--- config.mk ---
export PLATFORM = sky130hd
export DESIGN_NAME = snes_multi_poller
export DESIGN_NICKNAME = d
export VERILOG_FILES = /design/src/rtl/snes_multi_poller.sv
export SDC_FILE = /design/constraint.sdc
export NUM_CORES = 1
export LEC_CHECK = 0
export CAP_MARGIN = 20
export CORE_MARGIN = 2
export CORE_UTILIZATION = 48
export DETAILED_ROUTE_END_ITERATION = 8
export GPL_TIMING_DRIVEN = 1
export PLACE_DENSITY = 0.77
export SYNTH_ARGS = -nofsm -noshare
export SYNTH_HDL_FRONTEND = slang
export SYNTH_SLANG_ARGS = --single-unit
--- constraint.sdc ---
create_clock -name clock_i -period 5 [get_ports clock_i]
set_clock_uncertainty 0.15 [all_clocks]
set_input_delay 0.5 -clock clock_i [delete_from_list [all_inputs] [get_ports clock_i]]
set_output_delay 0.5 -clock clock_i [all_outputs]
set_load 0.02 [all_outputs]
--- src/rtl/snes_multi_poller.sv ---
// -----------------------------------------------------------------------------
// snes_multi_poller
//   Polls NUM_PADS SNES-style game pads in parallel. All pads share one
//   protocol clock and one latch line. Each pad has its own serial data line.
//   A frame starts on the periodic poll tick (when poll_en_i is set) or on a
//   poll_now_i request. A frame runs latch -> BITS shift bits -> commit. At
//   commit the block publishes the per-pad button state, the press/release
//   edge pulses and a connection flag, all together.
//
// Ports
//   clock_i          system clock
//   reset_i          asynchronous active-high reset
//   poll_en_i        allow automatic polling on the period tick
//   poll_now_i       single-cycle request for an immediate poll
//   con_serial_i     per-pad serial data, raw 0 = pressed
//   con_clock_o      shared protocol clock (idles high)
//   con_latch_o      shared latch (idles low)
//   busy_o           frame in progress (LATCH/SHIFT/COMMIT)
//   con_state_o      pad p at [p*BITS +: BITS], active-high buttons
//   con_pressed_o    single-cycle pulse per bit that went 0->1
//   con_released_o   single-cycle pulse per bit that went 1->0
//   con_connected_o  pad p returned a raw frame that was not all-zero
//   frame_valid_o    single-cycle pulse when new outputs are presented
// -----------------------------------------------------------------------------
module snes_multi_poller #(
   parameter int NUM_PADS    = 2,
   parameter int BITS        = 16,
   parameter int POLL_PERIOD = 833333,
   parameter int HALF_PERIOD = 300
) (
   input  logic                     clock_i,
   input  logic                     reset_i,
   input  logic                     poll_en_i,
   input  logic                     poll_now_i,
   input  logic [NUM_PADS-1:0]      con_serial_i,
   output logic                     con_clock_o,
   output logic                     con_latch_o,
   output logic                     busy_o,
   output logic [NUM_PADS*BITS-1:0] con_state_o,
   output logic [NUM_PADS*BITS-1:0] con_pressed_o,
   output logic [NUM_PADS*BITS-1:0] con_released_o,
   output logic [NUM_PADS-1:0]      con_connected_o,
   output logic                     frame_valid_o
);

   localparam int PW = (POLL_PERIOD > 1) ? $clog2(POLL_PERIOD) : 1;
   localparam int HW = $clog2(HALF_PERIOD);
   localparam int KW = $clog2(BITS + 1);
   localparam int VW = NUM_PADS * BITS;

   typedef enum logic [1:0] {
      S_IDLE,
      S_LATCH,
      S_SHIFT,
      S_COMMIT
   } state_t;

   // ------------------------------------------------------------------
   // Free-running period counter, independent of the frame FSM
   // ------------------------------------------------------------------
   logic [PW-1:0] per_q, per_d;
   logic          poll_tick;

   assign poll_tick = (per_q == PW'(POLL_PERIOD - 1));
   assign per_d     = poll_tick ? '0 : per_q + 1'b1;

   always_ff @(posedge clock_i or posedge reset_i) begin
      if (reset_i) per_q <= '0;
      else         per_q <= per_d;
   end

   // ------------------------------------------------------------------
   // Frame FSM
   // The latch pulse lasts two half-periods, so LATCH reuses the
   // half-period counter together with the phase bit.
   // In SHIFT, phase 0 is the high half and phase 1 is the low half.
   // ------------------------------------------------------------------
   state_t        state_q, state_d;
   logic [HW-1:0] h_q, h_d;
   logic          ph_q, ph_d;
   logic [KW-1:0] k_q, k_d;
   logic          start;
   logic          last_h;
   logic          capture;
   logic          commit;

   assign start  = (poll_tick & poll_en_i) | poll_now_i;
   assign last_h = (h_q == HW'(HALF_PERIOD - 1));

   always_ff @(posedge clock_i or posedge reset_i) begin
      if (reset_i) begin
         state_q <= S_IDLE;
         h_q     <= '0;
         ph_q    <= 1'b0;
         k_q     <= '0;
      end else begin
         state_q <= state_d;
         h_q     <= h_d;
         ph_q    <= ph_d;
         k_q     <= k_d;
      end
   end

   always_comb begin
      state_d     = state_q;
      h_d         = h_q;
      ph_d        = ph_q;
      k_d         = k_q;
      capture     = 1'b0;
      commit      = 1'b0;
      con_clock_o = 1'b1;
      con_latch_o = 1'b0;
      busy_o      = 1'b1;

      case (state_q)
         S_IDLE: begin
            busy_o = 1'b0;
            // start outside IDLE is simply not looked at, so it is never queued
            if (start) begin
               state_d = S_LATCH;
               h_d     = '0;
               ph_d    = 1'b0;
               k_d     = '0;
            end
         end

         S_LATCH: begin
            con_latch_o = 1'b1;
            if (last_h) begin
               h_d = '0;
               if (ph_q) begin
                  state_d = S_SHIFT;
                  ph_d    = 1'b0;
                  k_d     = '0;
               end else begin
                  ph_d = 1'b1;
               end
            end else begin
               h_d = h_q + 1'b1;
            end
         end

         S_SHIFT: begin
            con_clock_o = ~ph_q;
            if (last_h) begin
               h_d = '0;
               if (!ph_q) begin
                  // Sample at the very end of the high half, just before the falling edge
                  capture = 1'b1;
                  ph_d    = 1'b1;
               end else begin
                  ph_d = 1'b0;
                  if (k_q == KW'(BITS - 1)) state_d = S_COMMIT;
                  else                      k_d     = k_q + 1'b1;
               end
            end else begin
               h_d = h_q + 1'b1;
            end
         end

         S_COMMIT: begin
            commit  = 1'b1;
            state_d = S_IDLE;
         end

         default: begin
            state_d = S_IDLE;
         end
      endcase
   end

   // ------------------------------------------------------------------
   // Raw capture: bit k of every pad is taken at the same moment
   // ------------------------------------------------------------------
   logic [VW-1:0] raw_q, raw_d;

   always_comb begin
      raw_d = raw_q;
      if (capture) begin
         for (int p = 0; p < NUM_PADS; p++) begin
            for (int b = 0; b < BITS; b++) begin
               if (k_q == KW'(b)) raw_d[p*BITS + b] = con_serial_i[p];
            end
         end
      end
   end

   always_ff @(posedge clock_i or posedge reset_i) begin
      if (reset_i) raw_q <= '0;
      else         raw_q <= raw_d;
   end

   // ------------------------------------------------------------------
   // Per-pad commit arithmetic
   // An all-zero raw frame means no pad is driving the line. That pad's
   // state is forced to 0, so anything held shows up as a release.
   // ------------------------------------------------------------------
   logic [VW-1:0]       state_q_v;
   logic [VW-1:0]       new_state;
   logic [VW-1:0]       new_pressed;
   logic [VW-1:0]       new_released;
   logic [NUM_PADS-1:0] new_conn;

   for (genvar gi = 0; gi < NUM_PADS; gi++) begin : g_pad
      logic [BITS-1:0] pad_raw;
      logic [BITS-1:0] pad_old;
      logic [BITS-1:0] pad_new;
      logic            pad_conn;

      assign pad_raw  = raw_q[gi*BITS +: BITS];
      assign pad_old  = state_q_v[gi*BITS +: BITS];
      assign pad_conn = |pad_raw;
      assign pad_new  = pad_conn ? ~pad_raw : '0;

      assign new_state[gi*BITS +: BITS]    = pad_new;
      assign new_pressed[gi*BITS +: BITS]  = pad_new & ~pad_old;
      assign new_released[gi*BITS +: BITS] = ~pad_new & pad_old;
      assign new_conn[gi]                  = pad_conn;
   end

   // ------------------------------------------------------------------
   // Output registers: all outputs change together, in the cycle after COMMIT
   // ------------------------------------------------------------------
   logic [VW-1:0]       pressed_q;
   logic [VW-1:0]       released_q;
   logic [NUM_PADS-1:0] conn_q;
   logic                fv_q;

   always_ff @(posedge clock_i or posedge reset_i) begin
      if (reset_i) begin
         state_q_v  <= '0;
         pressed_q  <= '0;
         released_q <= '0;
         conn_q     <= '0;
         fv_q       <= 1'b0;
      end else if (commit) begin
         state_q_v  <= new_state;
         pressed_q  <= new_pressed;
         released_q <= new_released;
         conn_q     <= new_conn;
         fv_q       <= 1'b1;
      end else begin
         pressed_q  <= '0;
         released_q <= '0;
         fv_q       <= 1'b0;
      end
   end

   assign con_state_o     = state_q_v;
   assign con_pressed_o   = pressed_q;
   assign con_released_o  = released_q;
   assign con_connected_o = conn_q;
   assign frame_valid_o   = fv_q;

endmodule
==> Word level (Yosys, flattened, before mapping) <==
Index checks and enable logic that the tools add are counted.
{ "word_totals": {"out_inout_bits": 102, "wordCells": 130, "ff_bits": 168} }
{ "op_classes": {"reduce_logical": 27, "mux": 33, "n_bitwise": 13, "eq_ne": 28, "n_addsub": 3} }
{ "ops": {"columns": ["operator", "count"], "rows": [
  ["$not 16->16", 6],
  ["$and 16x16->16", 4],
  ["$mux 32", 2],
  ["$eq 5x4->1 const B", 8],
  ["$reduce_and 2->1", 17],
  ["$mux 16", 2],
  ["$reduce_or 16->1", 2],
  ["$mux 5", 6],
  ["$add 20x1->20 const B", 1],
  ["$eq 20x20->1 const B", 1],
  ["$eq 5x3->1 const B", 4],
  ["$mux 20", 1],
  ["$mux 9", 2],
  ["$pmux 9 s2", 1],
  ["$pmux 5 s3", 1],
  ["$ne 2x2->1 const B", 7],
  ["$mux 2", 6],
  ["$eq 5x2->1 const B", 2],
  ["$mux 1", 10],
  ["$add 9x1->9 const B", 1],
  ["$eq 9x9->1 const B", 1],
  ["$pmux 2 s4", 1],
  ["$reduce_and 7->1", 1],
  ["$reduce_and 6->1", 1],
  ["15 further kinds", 16]
]} }

==> Longest topological paths before layout <==
{ "depth": {"word_depth": 5, "mapped_depth": 8, "mapped_depth_nobuf": 7} }

==> Worst setup path before layout <==
Ideal clock, no wire load.
{ "synth_timing": {"path_type": "reg2reg", "from": "register h_q[6]", "to": "register state_q[1]", "path_stages_with_launch": 6, "n_path_buf": 0, "setup_ns": 0.125, "slack_ns": 2.820, "arrival_ns": 1.905, "period_less_slack_ns": 2.180, "cell_sequence": "dfrtp_1 or4b_4 o32ai_2 o21ai_0 nor2_1 mux2_2"} }
{ "synth_between": {"elab_chain_len": 3, "elab_cells_between_ends": 4} }
{ "synth_lines": {"columns": ["element", "line", "source"], "rows": [
  ["start, declared", "79", "logic [HW-1:0] h_q, h_d;"],
  ["start signal, assigned", "93", "h_q <= '0;"],
  ["start signal, assigned", "98", "h_q <= h_d;"],
  ["$eq 9x9->1 *", "88", "assign last_h = (h_q == HW'(HALF_PERIOD - 1));"],
  ["$ne 2x2->1 (no line)", null, null],
  ["$reduce_and 6->1 (no line) *", null, null],
  ["end signal, assigned", "97", "state_q <= state_d;"],
  ["end, declared", "78", "state_t state_q, state_d;"]
]} }
Every way passes the cells marked *; elsewhere a longest branch is shown, timed or not.
A chain may end at the register's enable or synchronous reset.

==> Worst setup path in the final report <==
{ "layout_timing": {"from": "register state_q[0]", "to": "output con_clock_o"} }
{ "layout_between": {"elab_chain_len": 2} }
{ "layout_lines": {"columns": ["element", "line", "source"], "rows": [
  ["$eq 2x2->1", "115", "case (state_q)"],
  ["$mux 1", "115", null],
  ["end, declared", "36", "output logic con_clock_o,"]
]} }
No other way between the ends.

==> flow_summary.yaml <==
critical_path:
  regToRegStartpoint: "raw_q[15]$_DFFE_PP0P_"
  worstPathRequired_ns: 4.35
  critical_path_peak_fanout: 13
  critical_path_arrival_ns: 2.10
  crit_start: "state_q[0]$_DFFE_PP0P_"
  start_kind: "flop"
  end_kind: "output port"
  critPathKind: "reg2out"
clocking:
  numCtsBuffers: 17
  cts-htree-levels: 4
  clock_sinks: 168
  clk_latency_ns: 0.42
  tritoncts: "built"
  clk_pin_slew_ns: 0.06
  cts_root_buffer: "clkbuf_16"
  postCtsHoldBufs: 0
  cts_post_setup_buffers_inserted: 0
  cts_resized: 0
  clockBufferDepth: 2
die:
  initial_core_util: 0.494
  io_pins: 108
  rows: 43
  floorplan.core_area_um2: 14000
  chipHeight_um: 124
  die_w_um: 124
  die-area_um2: 15400
yosys:
  synthDistinctLibCells: 41
  syn-num-nets: 617
  synth_cells: 598
  synth.yosys.seq_area_share: 0.609
  syn_avg_cell_area_um2: 11.5
  synth_area_um2: 6910
  ys_warn_count: 0
  ys_seq_elements: 168
sta:
  rsz0062_at_grt: "false"
  fin_crit_ns: 2.75
  hold_violations: 0
  min_period_over_period: 0.550
  setup_viol: 0
  fmax_mhz: 363
  worst_pin_slew_ns: 0.832
  setup-tns-final_ns: 0
  relSlewSlack: 0.442
  slew_violations: 0
global_route:
  grt_max_degree: 85
  grt_pass1_vias: 4758
  gr-total-overflow: 0
  grt_pass1_wl_um: 23700
  globalRouteTotalUtil: 0.203
  antenna_found_initial: 0
drt:
  via_per_inst: 5.38
  wl_per_cell_um: 16.3
  vias: 4835
  ant_nets: 0
  wl_um: 14700
  drc: 0
  dr.pass1.iters: 5
  drt_iter0_drc: 372
run_status:
  status: "finished, final reports clean"
layout:
  num-fill-cells: 1050
  drive_gt1_frac: 0.160
  final_cells: 898
  design_area_um2: 8850
  area_delta_synth_final_pct: 28.1
  nets: 725
  multi_input_comb_area_um2: 2570
  diodes: 0
  seq_area_um2: 4200
placed_design:
  port_buffers: 107
  dp.cells: 865
  place_hpwl_um: 9870
  gp_congestion: 0.806
  detailed_place.area_um2: 8150
pwr:
  vdd_drop_max_mv: 0.312
  power_density_nw_per_um2: 567
  p_leak_nw: 3.83
run:
  maxCapViolations: 0
min_path:
  hp-class: "in2async"
[critical path, cell delays in order (launching register included)]
cell,delay (ns)
dfrtp_1,0.41
inv_1,0.12
ha_1,0.45
nand2_1,0.14
clkdlybuf4s50_1,0.57
[cells in the mapped netlist]
cell type / n / area share
o32ai_2: 1 / 0.0024
and4_1: 6 / 0.0076
nor2b_1: 5 / 0.0045
nor3_2: 1 / 0.0014
mux2_2: 66 / 0.11
buf_2: 2 / 0.0014
or4b_1: 1 / 0.0014
a311oi_1: 1 / 0.0013
inv_1: 11 / 0.0060
clkbuf_1: 19 / 0.010
xnor2_1: 6 / 0.0076
or2_2: 1 / 0.00091
o32a_1: 1 / 0.0014
dfrtp_1: 168 / 0.61
nor3b_1: 1 / 0.0011
ha_1: 13 / 0.024
nand2b_1: 6 / 0.0054
nand3_2: 3 / 0.0043
a31oi_1: 2 / 0.0018
o21ai_0: 23 / 0.017
nor4_1: 9 / 0.0082
and2_1: 1 / 0.00091
o211ai_1: 1 / 0.0011
a311o_2: 1 / 0.0016
nor4_4: 1 / 0.0031
nand2_1: 63 / 0.034
and3_1: 6 / 0.0054
xor2_1: 12 / 0.015
nor2_1: 89 / 0.048
nand4b_1: 4 / 0.0051
nor4_2: 1 / 0.0018
o31ai_1: 4 / 0.0043
or4b_4: 1 / 0.0020
buf_1: 2 / 0.0011
nor3_1: 34 / 0.025
a21oi_1: 4 / 0.0029
or4_1: 2 / 0.0022
nand3_1: 16 / 0.012
nand4_1: 6 / 0.0054
and2_4: 3 / 0.0038
o311ai_1: 1 / 0.0013
[where the power goes]
group / total, mW / internal [mW] / switching, mW / leakage (nW)
combinational: 1.68 / 0.768 / 0.915 / 1.35
clock: 1.44 / 0.950 / 0.495 / 0.323
sequential: 1.89 / 1.65 / 0.238 / 2.15
[worst paths after layout]
check / end / slack [ns] / cells past startpoint
max in group asynchronous: con_released_o[3]$_DFF_PP0_ / 3.58 / 4
setup / recovery: con_clock_o / 2.25 / 4
min in group clock_i: con_pressed_o[23]$_DFF_PP0_ / 0.33 / 1
setup reg to reg: con_pressed_o[8]$_DFF_PP0_ / 2.42 / 4
hold reg to reg: con_pressed_o[23]$_DFF_PP0_ / 0.33 / 1
hold / removal: con_released_o[29]$_DFF_PP0_ / 0.17 / 2
[flip-flops by register name, indices dropped and copies added (netlist names)]
register / count
con_connected_o: 2
con_pressed_o: 32
con_released_o: 32
con_state_o: 32
frame_valid_o: 1
h_q: 9
k_q: 5
per_q: 20
ph_q: 1
raw_q: 32
state_q: 2
[per-stage QoR]
step	util	worst slack, ns	hold slack (ns)	power, mW
after floorplan	-	2.21	0.295	2.87
after global placement	0.583	2.58	0.324	3.51
after detailed placement	0.583	2.46	0.321	3.59
after CTS	0.630	2.23	0.337	5.05
after global routing	0.632	2.10	0.179	5.27
final	0.632	2.25	0.172	5.01
[placed cells by master (no fill, tap or decap), types with 3 or more instances in the layout]
cell / instances
xnor2_1: 6
and3_1: 6
nand3_2: 3
nand3_1: 16
bufinv_16: 5
nor2_1: 89
ha_1: 12
a21oi_1: 4
buf_4: 3
nand4_1: 6
nor4_1: 9
inv_1: 10
nor3_1: 34
and4_1: 6
clkbuf_16: 17
o21ai_0: 23
nand2b_1: 6
and2_4: 3
nor2b_1: 5
xor2_1: 12
dfrtp_1: 168
nand2_1: 63
o31ai_1: 4
nand4b_1: 4
clkdlybuf4s50_1: 107
clkbuf_8: 5
mux2_2: 66
[routing by layer]
metal  part of all wire  routed length (um)  global-route usage
met3              0.051                 752              0.0522
met4              0.018                 264              0.0751
met5                  0                   0                   0
met2               0.51                7530               0.334
met1               0.42                6100               0.260
[cell type report]
cell class              instances  share of cell area
clock buffers                  24              0.0567
clock inverters                 7              0.0184
inverters                      11             0.00509
multi-input cells             396               0.291
flip-flops and latches        168               0.475
well taps                     180              0.0255
repair buffers                112               0.128
[cells by family (layout without fill, tap and decap cells)]
kind of cell | after synthesis | in the layout | synth area share
compound gates | 39 | 39 | 0.0348
xor+xnor | 18 | 18 | 0.0228
fa+ha+maj | 13 | 13 | 0.0236
buf+inv | 34 | 154 | 0.0188
flops | 168 | 168 | 0.609
mux | 66 | 66 | 0.108
simple gates | 260 | 260 | 0.184
Power figures use the tool's default switching activity.
==> RTL change: new RTL, same settings <==
Set the parameter `BITS` to 8 (it was 16).
--- a/src/rtl/snes_multi_poller.sv
+++ b/src/rtl/snes_multi_poller.sv
@@ -24,7 +24,7 @@
 // -----------------------------------------------------------------------------
 module snes_multi_poller #(
    parameter int NUM_PADS    = 2,
-   parameter int BITS        = 16,
+   parameter int BITS        = 8,
    parameter int POLL_PERIOD = 833333,
    parameter int HALF_PERIOD = 300
 ) (
Ports: changed (resized con_pressed_o, con_released_o and con_state_o); port bits go from 108 to 60. No check against the original RTL was run, so the function may have changed too.
==> RTL change against the original RTL <==
Worst setup slack better by 180 ps. Cell count fell by 37%. Power is 47% lower. Register-to-register slack improved by 270 ps. Sequential cell count is 65 lower. Count of clock-buffer cells in the layout down 15. Combinational power fell by 39%. Synthesized area fell by 36%. Critical endpoint unchanged. Non-clock buffer count fell by 51. Worst hold slack better by 170 ps. Final area decreased by 40%. Routed wire length is 44% lower.
==> RTL change: results (changes against the original RTL) <==
metric	value	unit	change
WL/cell	14.5	um	-11%
maximum VDD drop	0.000350	V	+12%
Netlist cell types	49		+20%
nets	474		-35%
first-pass GRT wire length	14300	um	-40%
worst r2r path cells	7		+3
total CTS buffers	9		-8
worst-skew pair later-pin latency	370	ps	-50 ps
Detailed Route Iter0 Violations	134		-64%
root buf cell	clkbuf_8		
post-synth net total	410		-34%
Synth top cells by count	dfrtp_1, nor2_1, nand2_1, mux2_2, nor3_1		
RR Startpoint	per_q[0]		
Worst EP arrival	1920	ps	-180 ps
Worst-Margin Slew	744	ps	-88.0 ps
HP Class	flop to flop		
IO Port Bufs	59		-45%
Pre-Repair DR Iteration Count	4		-1
crit path max fanout	11		-2
share of cells above drive strength 1	0.108		-0.0519
placed inst area	5130	um2	-37%
CTS H-tree depth	3		-1
status	complete, no violations		
dpl hpwl	5870	um	-41%
largest net degree at the start of global routing	63		-26%
leakage	2.34	nW	-39%
==> RTL change: changes by cell type after synthesis, moves of 5 or more <==
cell      unedited run  this run
nor3_1              34        18
nor4_1               9         2
mux2_1               0        11
inv_1               11        16
nand2_1             63        41
o21ai_0             23        17
mux2_2              66        24
nor2_1              89        51
dfrtp_1            168       103
clkbuf_1            19         6
and3_1               6        13
nand3_1             16         9
==> RTL change: stage by stage <==
step,cells,util
floorplan,393,-
detailed placement,554,0.582
global placement,554,0.582
global route,570,0.603
CTS,570,0.603
finish,570,0.603
==> RTL change: power breakdown <==
| group | leakage (nW) | switching (W) | internal [W] | total [W] |
|---|---|---|---|---|
| registers | 1.33 | 0.000126 | 0.000998 | 0.00112 |
| logic | 0.925 | 0.000555 | 0.000473 | 0.00103 |
| clock network | 0.0895 | 0.000296 | 0.000188 | 0.000484 |
| total | 2.34 | 0.000978 | 0.00166 | 0.00264 |
==> RTL change: final cells by class <==
type / count / area (um2)
timing repair buffer: 61 / 606
fill: 710 / 3500
inverter: 16 / 62.6
clock buffer: 9 / 124
multi-input combinational: 266 / 1750
clock inverter: 7 / 56.3
sequential: 103 / 2580
tap: 108 / 135
==> RTL change: worst max-delay path by stage <==
stage                          to  depth (start not counted)  slack, ps
4_1_cts               con_clock_o                          4       2390
3_5_place_dp               h_q[6]                          5       2640
5_1_grt               con_clock_o                          4       2300
3_3_place_gp           state_q[1]                          7       2750
6_report              con_clock_o                          4       2430
2_1_floorplan  con_connected_o[0]                          1       1650
==> RTL change: cells by family (layout without fill, tap and decap cells) <==
kind of cell | Yosys count | count (layout) | share of synthesized area
compound gates | 39 | 39 | 0.0578
fa+ha+maj | 11 | 11 | 0.0312
simple gates | 163 | 163 | 0.181
flops | 103 | 103 | 0.584
mux | 38 | 38 | 0.0961
buf+inv | 24 | 93 | 0.0207
xor+xnor | 15 | 15 | 0.0298
==> RTL change: worst max-delay path, cell delays in order (launching register included) <==
cell             delay [ps]
dfrtp_1                 420
inv_1                   100
ha_1                    370
nand2_1                 110
clkdlybuf4s50_1         550
==> RTL change: per-layer routing <==
layer / part of all wire / vias to the layer above / GRT usage
met5: 0 / - / 0
li1: - / 1473 / -
met2: 0.48 / 71 / 0.297
met4: 0.018 / 0 / 0.0748
met3: 0.040 / 16 / 0.0320
met1: 0.46 / 1531 / 0.238
